$ cat src/rtl/soc2_ram_rd_pkg.sv
// Shared definitions for the RAM-to-stream reader: FSM encoding, default widths
// and the fixed read latency of the on-chip RAM slave.
package soc2_ram_rd_pkg;

    localparam int RAM_AW_DEF   = 9;
    localparam int DATA_W_DEF   = 32;
    localparam int READ_LATENCY = 1;

    typedef enum logic [1:0] {
        ST_IDLE  = 2'd0,
        ST_READ  = 2'd1,
        ST_DRAIN = 2'd2,
        ST_DONE  = 2'd3
    } rd_state_e;

endpackage

$ cat src/rtl/soc2_ram_rd_fifo.sv
// Show-ahead output buffer: the head word is presented on rdata_o whenever the
// buffer is non-empty, and reads back as zero while empty.
module soc2_ram_rd_fifo #(
    parameter int DW    = 32,
    parameter int DEPTH = 4,
    localparam int PW   = $clog2(DEPTH)
) (
    input  logic          clk_i,
    input  logic          rst_ni,
    input  logic          push_i,
    input  logic [DW-1:0] wdata_i,
    input  logic          pop_i,
    output logic [DW-1:0] rdata_o,
    output logic          empty_o,
    output logic [PW:0]   count_o
);

    logic [DW-1:0] mem_q [DEPTH];
    logic [PW-1:0] wr_ptr_q;
    logic [PW-1:0] rd_ptr_q;
    logic [PW:0]   count_q;
    logic          do_push;
    logic          do_pop;

    assign empty_o = (count_q == '0);
    assign count_o = count_q;
    assign do_push = push_i && (count_q < (PW+1)'(DEPTH));
    assign do_pop  = pop_i && !empty_o;
    assign rdata_o = empty_o ? '0 : mem_q[rd_ptr_q];

    // Pointers wrap naturally because DEPTH is a power of two.
    always_ff @(posedge clk_i or negedge rst_ni) begin
        if (!rst_ni) begin
            wr_ptr_q <= '0;
            rd_ptr_q <= '0;
            count_q  <= '0;
            for (int i = 0; i < DEPTH; i++) begin
                mem_q[i] <= '0;
            end
        end else begin
            if (do_push) begin
                mem_q[wr_ptr_q] <= wdata_i;
                wr_ptr_q        <= wr_ptr_q + PW'(1);
            end
            if (do_pop) begin
                rd_ptr_q <= rd_ptr_q + PW'(1);
            end
            case ({do_push, do_pop})
                2'b10:   count_q <= count_q + (PW+1)'(1);
                2'b01:   count_q <= count_q - (PW+1)'(1);
                default: count_q <= count_q;
            endcase
        end
    end

endmodule

$ cat src/rtl/soc2_ram_stream_reader.sv
// Avalon-MM read master that copies a run of on-chip RAM words into an Avalon-ST
// packet, with reads throttled so every returning word has a FIFO slot.
module soc2_ram_stream_reader
    import soc2_ram_rd_pkg::*;
#(
    parameter int RAM_AW     = RAM_AW_DEF,
    parameter int DATA_W     = DATA_W_DEF,
    parameter int FIFO_DEPTH = 4
) (
    input  logic                clk,
    input  logic                reset_n,
    input  logic                start,
    input  logic [RAM_AW-1:0]   src_addr,
    input  logic [RAM_AW:0]     length,
    output logic                busy,
    output logic                done,
    output logic [RAM_AW-1:0]   ram_address,
    output logic                ram_chipselect,
    output logic                ram_write,
    output logic [DATA_W/8-1:0] ram_byteenable,
    output logic                ram_clken,
    input  logic [DATA_W-1:0]   ram_readdata,
    output logic [DATA_W-1:0]   src_data,
    output logic                src_valid,
    input  logic                src_ready,
    output logic                src_startofpacket,
    output logic                src_endofpacket,
    output logic [1:0]          dbg_state
);

    localparam int PW = $clog2(FIFO_DEPTH);

    // Stream handshake: a beat moves when src_valid && src_ready; while src_valid
    // is high and src_ready low, src_data and src_valid hold their values.

    rd_state_e                state_q, state_d;
    logic [RAM_AW-1:0]        addr_q, addr_d;
    logic [RAM_AW:0]          len_q, len_d;
    logic [RAM_AW:0]          rd_cnt_q, rd_cnt_d;
    logic [RAM_AW:0]          beat_cnt_q, beat_cnt_d;
    logic [READ_LATENCY-1:0]  inflight_q, inflight_d;
    logic                     done_q;

    logic                     issue;
    logic                     pop;
    logic                     fifo_empty;
    logic [PW:0]              fifo_count;
    logic [PW+1:0]            inflight_cnt;
    logic [PW+1:0]            occ;

    assign ram_write      = 1'b0;
    assign ram_byteenable = '1;
    assign ram_clken      = 1'b1;
    assign ram_address    = addr_q;
    assign ram_chipselect = issue;

    assign src_valid         = !fifo_empty;
    assign pop               = src_valid && src_ready;
    assign src_startofpacket = src_valid && (beat_cnt_q == '0);
    assign src_endofpacket   = src_valid && (beat_cnt_q == len_q - (RAM_AW+1)'(1));

    assign busy      = (state_q != ST_IDLE) || done_q;
    assign done      = done_q;
    assign dbg_state = state_q;

    soc2_ram_rd_fifo #(
        .DW    (DATA_W),
        .DEPTH (FIFO_DEPTH)
    ) u_fifo (
        .clk_i   (clk),
        .rst_ni  (reset_n),
        .push_i  (inflight_q[READ_LATENCY-1]),
        .wdata_i (ram_readdata),
        .pop_i   (pop),
        .rdata_o (src_data),
        .empty_o (fifo_empty),
        .count_o (fifo_count)
    );

    always_comb begin
        inflight_cnt = '0;
        for (int i = 0; i < READ_LATENCY; i++) begin
            inflight_cnt = inflight_cnt + (PW+2)'(inflight_q[i]);
        end
        occ = (PW+2)'(fifo_count) + inflight_cnt;
    end

    always_comb begin
        state_d    = state_q;
        addr_d     = addr_q;
        len_d      = len_q;
        rd_cnt_d   = rd_cnt_q;
        beat_cnt_d = beat_cnt_q;
        issue      = 1'b0;

        if (pop) begin
            beat_cnt_d = beat_cnt_q + (RAM_AW+1)'(1);
        end

        case (state_q)
            ST_IDLE: begin
                // done_q high here means DONE just ended; a start now is dropped.
                if (start && !done_q) begin
                    addr_d     = src_addr;
                    len_d      = length;
                    rd_cnt_d   = '0;
                    beat_cnt_d = '0;
                    state_d    = (length == '0) ? ST_DONE : ST_READ;
                end
            end
            ST_READ: begin
                if (occ < (PW+2)'(FIFO_DEPTH)) begin
                    issue    = 1'b1;
                    addr_d   = addr_q + RAM_AW'(1);
                    rd_cnt_d = rd_cnt_q + (RAM_AW+1)'(1);
                    if (rd_cnt_d == len_q) begin
                        state_d = ST_DRAIN;
                    end
                end
            end
            ST_DRAIN: begin
                // Leave once the last buffered word is leaving and nothing is returning.
                if ((inflight_cnt == '0) &&
                    ((fifo_count == '0) || ((fifo_count == (PW+1)'(1)) && pop))) begin
                    state_d = ST_DONE;
                end
            end
            ST_DONE: begin
                state_d = ST_IDLE;
            end
            default: begin
                state_d = ST_IDLE;
            end
        endcase

        inflight_d    = inflight_q << 1;
        inflight_d[0] = issue;
    end

    always_ff @(posedge clk or negedge reset_n) begin
        if (!reset_n) begin
            state_q    <= ST_IDLE;
            addr_q     <= '0;
            len_q      <= '0;
            rd_cnt_q   <= '0;
            beat_cnt_q <= '0;
            inflight_q <= '0;
            done_q     <= 1'b0;
        end else begin
            state_q    <= state_d;
            addr_q     <= addr_d;
            len_q      <= len_d;
            rd_cnt_q   <= rd_cnt_d;
            beat_cnt_q <= beat_cnt_d;
            inflight_q <= inflight_d;
            done_q     <= (state_q == ST_DONE);
        end
    end

endmodule

$ cat config.mk
export PLATFORM = sky130hd
export DESIGN_NAME = soc2_ram_stream_reader
export DESIGN_NICKNAME = d
export VERILOG_FILES = /design/src/rtl/soc2_ram_rd_pkg.sv /design/src/rtl/soc2_ram_rd_fifo.sv /design/src/rtl/soc2_ram_stream_reader.sv
export SDC_FILE = /design/constraint.sdc
export NUM_CORES = 1
export LEC_CHECK = 0
export BUFFER_PORTS_ARGS = -buffer_cell sky130_fd_sc_hd__clkbuf_2
export CAP_MARGIN = 20
export CORE_MARGIN = 2
export CORE_UTILIZATION = 56
export CTS_CLUSTER_SIZE = 16
export DETAILED_ROUTE_END_ITERATION = 8
export GPL_TIMING_DRIVEN = 0
export HOLD_SLACK_MARGIN = 0.12
export PLACE_DENSITY = 0.77
export RECOVER_POWER = 100
export SETUP_SLACK_MARGIN = 0.05
export SLEW_MARGIN = 20
export SYNTH_ARGS = -nofsm -noshare
export SYNTH_HDL_FRONTEND = slang
export SYNTH_SLANG_ARGS = --single-unit
export TNS_END_PERCENT = 10
$ cat constraint.sdc
create_clock -name clk -period 5.5 [get_ports clk]
set_clock_uncertainty 0.1 [all_clocks]
set_input_delay 0.275 -clock clk [delete_from_list [all_inputs] [get_ports clk]]
set_output_delay 0.275 -clock clk [all_outputs]
set_load 0.1 [all_outputs]
==> results.py, run 1 <==
metrics = {
    "run_status": {
        "outcome": "finished with violations",
        "failed_checks": "capacitance limit, slew limit",
    },
    "critical_path": {
        "path_cells": "clkbuf_1, clkbuf_1, mux4_2, and2_1, clkbuf_1",
        "cp_common_cell": "clkbuf_1",
        "regToRegStartpoint": "dbg_state[0]$_DFFE_PN0P_",
        "reg2reg_to": "rd_cnt_q[7]$_DFFE_PN0P_",
        "max_stage_delay_ns": 0.88,
        "critPathArrivalTime_ns": 3.31,
        "cpMaxStageDelayCell": "clkbuf_1",
        "r2r_setup_slack_ns": 2.65,
        "start_kind": "register",
        "ff2ff_path_depth": 8,
        "required_ns": 5.12,
        "path_class": "reg2out",
        "endpoint_kind": "output pin",
        "crit_buf_inv": 3,
        "cpLargestDelayFamily": "buffers and inverters",
        "crit_fanout": 10,
    },
    "clock_tree": {
        "clkSinkCount": 178,
        "cts_tree": "yes",
        "htreeDepth": 4,
        "cts_setup_buffers": 0,
        "clk_latency_ns": 0.42,
        "root_buffer": "clkbuf_16",
        "cts_buffers": 17,
        "path_clk_slew_ns": 0.07,
        "clock_path_buffers": 2,
    },
    "synthesis": {
        "ys_ff_latch": 178,
        "synth_edf_count": 0,
        "netlist-cell-type-count": 53,
        "synth_top_area_share_pct": 49.80,
        "ys_seq_area_share_pct": 49.80,
        "postSynthCellCount": 717,
        "synth_area_leader_cell": "dfrtp_1",
        "ys_warn_count": 0,
        "yosysMostFrequentCell": "dfrtp_1",
        "synth_common_cells": "dfrtp_1, mux2_2, nand2_1",
        "netlist_area_sq_mm": 0.008944,
        "ys_top_cells_by_area": "dfrtp_1, mux2_2, mux4_2",
        "synthArstFlopShare_pct": 100.0,
        "synth_ff_type": "dfrtp_1",
        "syn_avg_cell_area_sq_um": 12.47,
    },
    "floorplanning": {
        "initial_core_util_pct": 56.71,
        "placementRows": 46,
        "die_w_um": 130.4,
        "ios": 110,
        "dieArea_sq_mm": 0.01700,
        "core-area_sq_mm": 0.01577,
        "fp.dieH_um": 130.4,
    },
    "timing": {
        "relSlewSlack_pct": -62.32,
        "timing.final.hold_violations": 0,
        "fmax_ghz": 0.2712,
        "report.final.slew_viol_count": 100,
        "fin_hold_ws_ns": 0.2179,
        "rsz0062_at_grt": "no",
        "fin_crit_sh_pct": 67.03,
        "fin_crit_ns": 3.687,
        "setup_violations": 0,
        "worst_pin_slew_ns": 2.435,
        "setup-tns-final_ns": 0,
    },
    "detailed_routing": {
        "initialDrtViolationCount": 347,
        "drt_first_pass_iters": 5,
        "totalWireLength_um": 20190,
        "via_count": 6371,
        "ant_nets": 0,
        "post_drt_via_cell_ratio": 5.663,
        "drc_errors": 0,
        "wire_per_inst_um": 17.95,
    },
    "grt": {
        "grt_overflow_total": 0,
        "grt_use_met3_pct": 4.560,
        "use_met1_pct": 30.84,
        "top_usage_layer": "met2",
        "grt_pass1_wl_um": 32530,
        "grt_max_degree": 100,
        "grt_util_met2_pct": 43.49,
        "grt_antenna_before_repair": 0,
        "grt_usage_pct": 24.76,
        "grt_pass1_vias": 6686,
    },
    "min_path": {
        "hold_path.startpoint": "start",
        "hold_class": "in2reg",
        "worstHoldPathCells": 5,
        "hold_path_end": "len_q[1]$_DFFE_PN0P_",
    },
    "layout": {
        "drive_above_1_share_pct": 29.15,
        "nNetsFinal": 970,
        "fillCellCount": 1170,
        "syn_to_final_growth_pct": 20.62,
        "antennaDiodeCount": 0,
    },
    "placed_design": {
        "dp_hpwl_um": 13770,
        "gp_congestion": 0.8860,
        "io_buffer_count": 103,
    },
    "flow_run": {
        "cap_violations": 1,
    },
}
state kept, by name (all words and copies together), names as in the netlist, 3 cells and up:
register and flops:
u_fifo.count_o 3, rd_cnt_q 10, ram_address 9, beat_cnt_q 10
len_q 10, u_fifo.mem_q 128
logic make-up (layout without fill, tap and decap cells):
| logic type | count (synthesis) | after routing | synth area share [%] |
|---|---|---|---|
| AND/OR/NAND/NOR | 171 | 171 | 10.25 |
| multiplexers | 168 | 168 | 25.07 |
| adder cells (fa/ha/maj) | 19 | 19 | 2.658 |
| other | 2 | 6 | 0.08397 |
| XOR/XNOR | 38 | 38 | 3.721 |
| buffers and inverters | 66 | 254 | 3.134 |
| flip-flops | 178 | 178 | 49.80 |
| AO/OA/AOI/OAI | 75 | 75 | 5.274 |
layout make-up:
cell class,count,area [sq um],area share (%)
clock buffer,18,439.2,4.071
buffer,49,211.5,1.960
tap,216,270.3,2.505
clock inverter,14,140.1,1.299
multi-input combinational,477,4218,39.10
inverter,17,63.81,0.5915
sequential,178,4454,41.29
timing repair buffer,156,991.0,9.186
layer usage:
metal	vias to the layer above	wire, um
li1	2915	-
met1	3225	8404
met2	197	10440
met3	34	962
met4	0	384
met5	-	0
worst max-delay path by stage:
stage / startpoint / endpoint / slack, ns / depth (start not counted)
final: u_fifo.rd_ptr_q[0]$_DFFE_PN0P_ / src_data[2] / 1.81 / 5
after global routing: u_fifo.rd_ptr_q[0]$_DFFE_PN0P_ / src_data[3] / 1.53 / 5
after CTS: u_fifo.rd_ptr_q[0]$_DFFE_PN0P_ / src_data[14] / 2.31 / 5
after detailed placement: u_fifo.rd_ptr_q[0]$_DFFE_PN0P_ / src_data[14] / 2.79 / 5
after global placement: reset_n / u_fifo.mem_q[16]$_DFFE_PN0P_ / 1.07 / 1
after floorplan: u_fifo.count_o[0]$_DFFE_PN0P_ / src_startofpacket / 1.34 / 6
through the flow:
| step | area [sq um] | instances | utilization (%) | setup WS, ns |
|---|---|---|---|---|
| finish | 10790 | 1125 | 68.41 | 1.813 |
| global route | 10790 | 1125 | 68.41 | 1.529 |
| CTS | 10880 | 1125 | 68.99 | 2.309 |
| detailed placement | 9781 | 1041 | 62.02 | 2.790 |
| global placement | 9744 | 1040 | 61.79 | 1.068 |
| floorplan | 8959 | 721 | - | 1.337 |
layout by cell type (no fill, tap or decap), drive strengths merged, types with 6 or more instances in the layout:
master / instances
a21oi: 16
and2: 35
and3: 7
buf: 10
clkbuf: 161
conb: 6
dfrtp: 178
dlygate4sd3: 52
ha: 19
inv: 26
mux2: 128
mux2i: 8
mux4: 32
nand2: 46
nand3: 18
nor2: 25
nor4: 8
o21ai: 26
o22ai: 7
xnor2: 19
xor2: 19
tightest hold or removal path: stages:
cell	delay [ns]
clkbuf_2	0.08
inv_1	0.08
nor2_1	0.12
nand2_1	0.08
o21ai_0	0.06
repair_timing:
item	4_1_cts	5_1_grt
hold buffers	52	0
resized for setup	0	0
endpoints found under the setup margin	0	0
hold endpoints to repair	226	0
Power of run 1 is not shown: default switching activity piles up to over one toggle a cycle in this logic, so the estimate is an artifact.
==> run 2, diff against run 1 <==
--- a/config.mk
+++ b/config.mk
@@ -8,7 +8,7 @@
 export BUFFER_PORTS_ARGS = -buffer_cell sky130_fd_sc_hd__clkbuf_2
 export CAP_MARGIN = 20
 export CORE_MARGIN = 2
-export CORE_UTILIZATION = 56
+export CORE_UTILIZATION = 53
 export CTS_CLUSTER_SIZE = 16
 export DETAILED_ROUTE_END_ITERATION = 8
 export GPL_TIMING_DRIVEN = 0
==> constraint.sdc (replaced) <==
create_clock -name clk -period 3.09 [get_ports clk]
set_clock_uncertainty 0.1 [all_clocks]
set_input_delay 0.1545 -clock clk [delete_from_list [all_inputs] [get_ports clk]]
set_output_delay 0.1545 -clock clk [all_outputs]
set_load 0.1 [all_outputs]
==> results.py, run 2 (synthesized netlist as in run 1, its figures left out) <==
metrics = {
    "placed_design": {
        "io_buffer_count": 103,
        "dp_hpwl_um": 12610,
        "gp_congestion": 0.8136,
    },
    "critical_path": {
        "endpoint_kind": "output pin",
        "crit_fanout": 6,
        "critPathArrivalTime_ns": 2.65,
        "ff2ff_path_depth": 8,
        "regToRegStartpoint": "dbg_state[0]$_DFFE_PN0P_",
        "path_class": "reg2out",
        "required_ns": 2.84,
        "crit_start": "len_q[3]$_DFFE_PN0P_",
        "start_kind": "register",
    },
    "timing": {
        "worst_pin_slew_ns": 2.236,
        "timing.final.hold_violations": 0,
        "relSlewSlack_pct": -49.07,
        "setup_violations": 0,
        "setup-tns-final_ns": 0,
        "fin_crit_ns": 2.902,
        "fmax_ghz": 0.3446,
        "report.final.slew_viol_count": 89,
        "fin_crit_sh_pct": 93.90,
        "rsz0062_at_grt": "no",
    },
    "floorplanning": {
        "dieArea_sq_mm": 0.01793,
        "ios": 110,
        "fp.dieH_um": 133.9,
        "core-area_sq_mm": 0.01652,
        "die_w_um": 133.9,
        "placementRows": 47,
        "initial_core_util_pct": 54.12,
    },
    "layout": {
        "multi_input_area_sq_mm": 0.004218,
        "final_common_cell": "dfrtp_1",
        "drive_above_1_share_pct": 33.00,
        "final_util_pct": 65.88,
        "largest_reg_flops": 128,
        "antennaDiodeCount": 0,
        "syn_to_final_growth_pct": 21.73,
        "nNetsFinal": 971,
        "fillCellCount": 1231,
        "regMostFlops": "u_fifo.mem_q",
        "final_cell_mix": "dfrtp_1, mux2_2, clkbuf_2",
        "seq_area_sq_mm": 0.004454,
    },
    "detailed_routing": {
        "wire_per_inst_um": 16.50,
        "ant_nets": 0,
        "totalWireLength_um": 18620,
        "initialDrtViolationCount": 373,
        "drt_first_pass_iters": 5,
        "post_drt_via_cell_ratio": 5.470,
        "via_count": 6176,
        "drc_errors": 0,
    },
    "grt": {
        "grt_pass1_wl_um": 31400,
        "grt_antenna_before_repair": 0,
        "grt_max_degree": 91,
        "grt_pass1_vias": 6353,
        "grt_overflow_total": 0,
        "grt_usage_pct": 22.08,
    },
    "clock_tree": {
        "htreeDepth": 4,
        "cts_buffers": 17,
        "path_clk_slew_ns": 0.07,
        "clk_latency_ns": 0.42,
        "cts_tree": "yes",
        "clock_path_buffers": 2,
        "cts_setup_buffers": 0,
        "root_buffer": "clkbuf_16",
        "clkSinkCount": 178,
    },
    "run_status": {
        "outcome": "finished with violations",
        "failed_checks": "capacitance limit, slew limit",
    },
    "min_path": {
        "hold_class": "in2reg",
        "worstHoldPathCells": 6,
        "hold_path.startpoint": "start",
    },
    "flow_run": {
        "cap_violations": 1,
    },
}
## run 2: changes by cell type in the layout (fill, tap and decap cells not counted), moves of 2 or more
cell,before,now
and2_0,1,25
and2_1,34,10
clkbuf_2,56,88
clkbuf_1,86,50
clkinv_4,1,3
dlygate4sd3_1,52,54
clkbuf_4,0,3
inv_6,7,3
## run 2: stage by stage
step / setup slack, ns / hold slack (ns) / instances / instance area [sq um]
floorplan: -0.3173 / -0.2411 / 721 / 8965
global placement: -1.599 / 0.2687 / 1044 / 9756
detailed placement: 0.4886 / 0.1591 / 1045 / 9792
CTS: 0.05444 / 0.2112 / 1130 / 10930
global route: 0.05510 / 0.3834 / 1129 / 10890
finish: 0.1884 / 0.3158 / 1129 / 10890
## run 2: worst paths after layout
path                                           endpoint  slack [ns]
hold reg to reg            u_fifo.mem_q[59]$_DFFE_PN0P_        0.40
hold / removal                     len_q[2]$_DFFE_PN0P_        0.32
setup reg to reg                rd_cnt_q[2]$_DFFE_PN0P_        0.46
min in group asynchronous          len_q[4]$_DFFE_PN0P_        0.79
setup / recovery                        src_endofpacket        0.19
max in group asynchronous  u_fifo.mem_q[30]$_DFFE_PN0P_        0.74
## run 2: timing repair
item                       CTS  global route
hold buffers                54             0
hold endpoints to repair   235             0
pin swaps                    0             0
gates resized for setup      1             2
setup endpoints to repair    1            28
## run 2: final cells by class
class,count,share of cell area (%)
Clock buffer,18,4.034
Timing Repair Buffer,158,9.803
Buffer,48,1.988
Inverter,17,0.5861
Tap cell,220,2.528
Sequential cell,178,40.91
Multi-Input combinational cell,477,38.74
Clock inverter,13,1.402
## run 2: per-layer routing
layer,track usage [%],routed length (um),vias to the layer above
met4,5.674,142,0
met1,30.75,8546,3101
met5,0,0,-
met3,5.026,931,12
li1,-,-,2922
met2,35.44,9003,141
## run 2: worst max-delay path, stage by stage, from the launching register on
cell      delay, ns
dfrtp_1        0.48
or4_4          0.60
nor4_4         0.25
mux2i_1        0.12
mux2i_1        0.15
a32oi_1        0.08
nor4_2         0.16
clkbuf_4       0.37
Power of run 2 is left out for the same reason.
==> run 3, diff against run 2 <==
--- a/config.mk
+++ b/config.mk
@@ -5,7 +5,7 @@
 export SDC_FILE = /design/constraint.sdc
 export NUM_CORES = 1
 export LEC_CHECK = 0
-export BUFFER_PORTS_ARGS = -buffer_cell sky130_fd_sc_hd__clkbuf_2
+export BUFFER_PORTS_ARGS = -buffer_cell sky130_fd_sc_hd__buf_2
 export CAP_MARGIN = 20
 export CORE_MARGIN = 2
 export CORE_UTILIZATION = 53
==> results.py, run 3 (synthesized netlist as in run 1, its figures left out) <==
metrics = {
    "detailed_routing": {
        "via_count": 6184,
        "wire_per_inst_um": 16.90,
        "ant_nets": 0,
        "drt_first_pass_iters": 4,
        "post_drt_via_cell_ratio": 5.463,
        "totalWireLength_um": 19130,
        "initialDrtViolationCount": 339,
        "drc_errors": 0,
    },
    "critical_path": {
        "path_cells": "clkbuf_1, buf_2, mux4_2, and2_1, clkbuf_2",
        "max_stage_delay_ns": 0.58,
        "reg2reg_to": "rd_cnt_q[7]$_DFFE_PN0P_",
        "cpLargestDelayFamily": "buffers and inverters",
        "crit_buf_inv": 3,
        "r2r_setup_slack_ns": 0.32,
        "endpoint_kind": "output pin",
        "regToRegStartpoint": "dbg_state[0]$_DFFE_PN0P_",
        "start_kind": "register",
        "path_class": "reg2out",
        "ff2ff_path_depth": 8,
        "crit_fanout": 10,
        "critPathArrivalTime_ns": 2.65,
        "cpMaxStageDelayCell": "mux4_2",
        "required_ns": 2.84,
    },
    "grt": {
        "grt_overflow_total": 0,
        "top_usage_layer": "met2",
        "grt_use_met3_pct": 5.291,
        "grt_usage_pct": 22.52,
        "grt_antenna_before_repair": 0,
        "grt_util_met2_pct": 37.95,
        "grt_pass1_vias": 6422,
        "grt_pass1_wl_um": 31730,
        "grt_max_degree": 72,
        "use_met1_pct": 29.47,
    },
    "min_path": {
        "hold_path.startpoint": "start",
        "hold_class": "in2reg",
        "hold_path_end": "beat_cnt_q[9]$_DFF_PN0_",
        "worstHoldPathCells": 5,
    },
    "timing": {
        "fin_crit_sh_pct": 94.07,
        "rsz0062_at_grt": "no",
        "fin_crit_ns": 2.907,
        "relSlewSlack_pct": 12.15,
        "timing.final.hold_violations": 0,
        "report.final.slew_viol_count": 0,
        "worst_pin_slew_ns": 1.318,
        "setup_violations": 0,
        "setup_ws_ns": 0.1832,
        "fmax_ghz": 0.3440,
    },
    "layout": {
        "final_cell_mix": "dfrtp_1, mux2_2, buf_2",
        "multi_input_area_sq_mm": 0.004224,
        "regMostFlops": "u_fifo.mem_q",
        "seq_area_sq_mm": 0.004454,
        "antennaDiodeCount": 0,
        "drive_above_1_share_pct": 33.11,
        "final_common_cell": "dfrtp_1",
        "nNetsFinal": 975,
        "layout.cells.non_filler": 1132,
        "fillCellCount": 1222,
        "syn_to_final_growth_pct": 22.38,
        "largest_reg_flops": 128,
    },
    "floorplanning": {
        "initial_core_util_pct": 54.12,
        "die_w_um": 133.9,
        "ios": 110,
        "dieArea_sq_mm": 0.01793,
        "core-area_sq_mm": 0.01652,
        "fp.dieH_um": 133.9,
        "placementRows": 47,
    },
    "clock_tree": {
        "root_buffer": "clkbuf_16",
        "path_clk_slew_ns": 0.07,
        "cts_buffers": 17,
        "clk_latency_ns": 0.43,
        "clkSinkCount": 178,
        "cts_tree": "yes",
        "clock_path_buffers": 2,
        "htreeDepth": 4,
    },
    "placed_design": {
        "dp_hpwl_um": 12800,
        "dp.cells": 1046,
        "io_buffer_count": 103,
        "place_ws_ns": 0.5305,
        "gp_congestion": 0.8198,
    },
    "flow_run": {
        "cap_violations": 0,
    },
    "run_status": {
        "outcome": "complete, no violations",
    },
}
run 3: final cells by class:
| class | instances | share of cell area, % |
|---|---|---|
| plain buffers | 49 | 1.966 |
| clock buffers | 18 | 4.012 |
| clock inverters | 12 | 1.440 |
| inverters | 17 | 0.5830 |
| multi-input cells | 477 | 38.59 |
| flip-flops and latches | 178 | 40.69 |
| well taps | 220 | 2.515 |
| repair buffers | 161 | 10.20 |
run 3: worst max-delay path by stage:
stage / startpoint / to / slack (ns) / cells after the start
after global placement: reset_n / u_fifo.mem_q[15]$_DFFE_PN0P_ / -1.12 / 1
after detailed placement: len_q[3]$_DFFE_PN0P_ / src_endofpacket / 0.53 / 7
final: u_fifo.rd_ptr_q[0]$_DFFE_PN0P_ / src_data[22] / 0.18 / 5
after global routing: u_fifo.rd_ptr_q[0]$_DFFE_PN0P_ / src_data[13] / 0.03 / 5
after CTS: len_q[3]$_DFFE_PN0P_ / src_endofpacket / 0.16 / 7
after floorplan: len_q[3]$_DFFE_PN0P_ / src_endofpacket / -0.32 / 6
run 3: worst reg2reg max path: stages, from the launching register on:
cell	delay, ns
dfrtp_1	0.44
inv_1	0.11
ha_1	0.25
o21ai_0	0.27
a21boi_0	0.66
clkbuf_1	0.45
o21ai_0	0.18
nand2_1	0.11
o41ai_1	0.06
run 3: layer usage:
metal,wire (um),share of wire (%)
met1,8580,45
met4,202,1.1
met3,863,4.5
met5,0,0
met2,9479,50
run 3: what timing repair did:
item                                    4_1_cts  5_1_grt
endpoints found under the setup margin        1        1
gates resized for setup                       1        1
endpoints found under the hold margin       325        0
hold buffers                                 56        0
setup buffers                                 0        0
run 3: stage by stage:
step | cell area (sq um) | util (%) | hold WS (ns) | TNS [ns]
floorplan | 8965 | - | -0.2411 | -0.3173
global placement | 9756 | 59.04 | 0.2668 | -197.13
detailed placement | 9821 | 59.43 | -0.01136 | 0
CTS | 10980 | 66.45 | 0.1911 | 0
global route | 10950 | 66.24 | 0.3525 | 0
finish | 10950 | 66.24 | 0.3064 | 0
Power of run 3 is left out for the same reason.
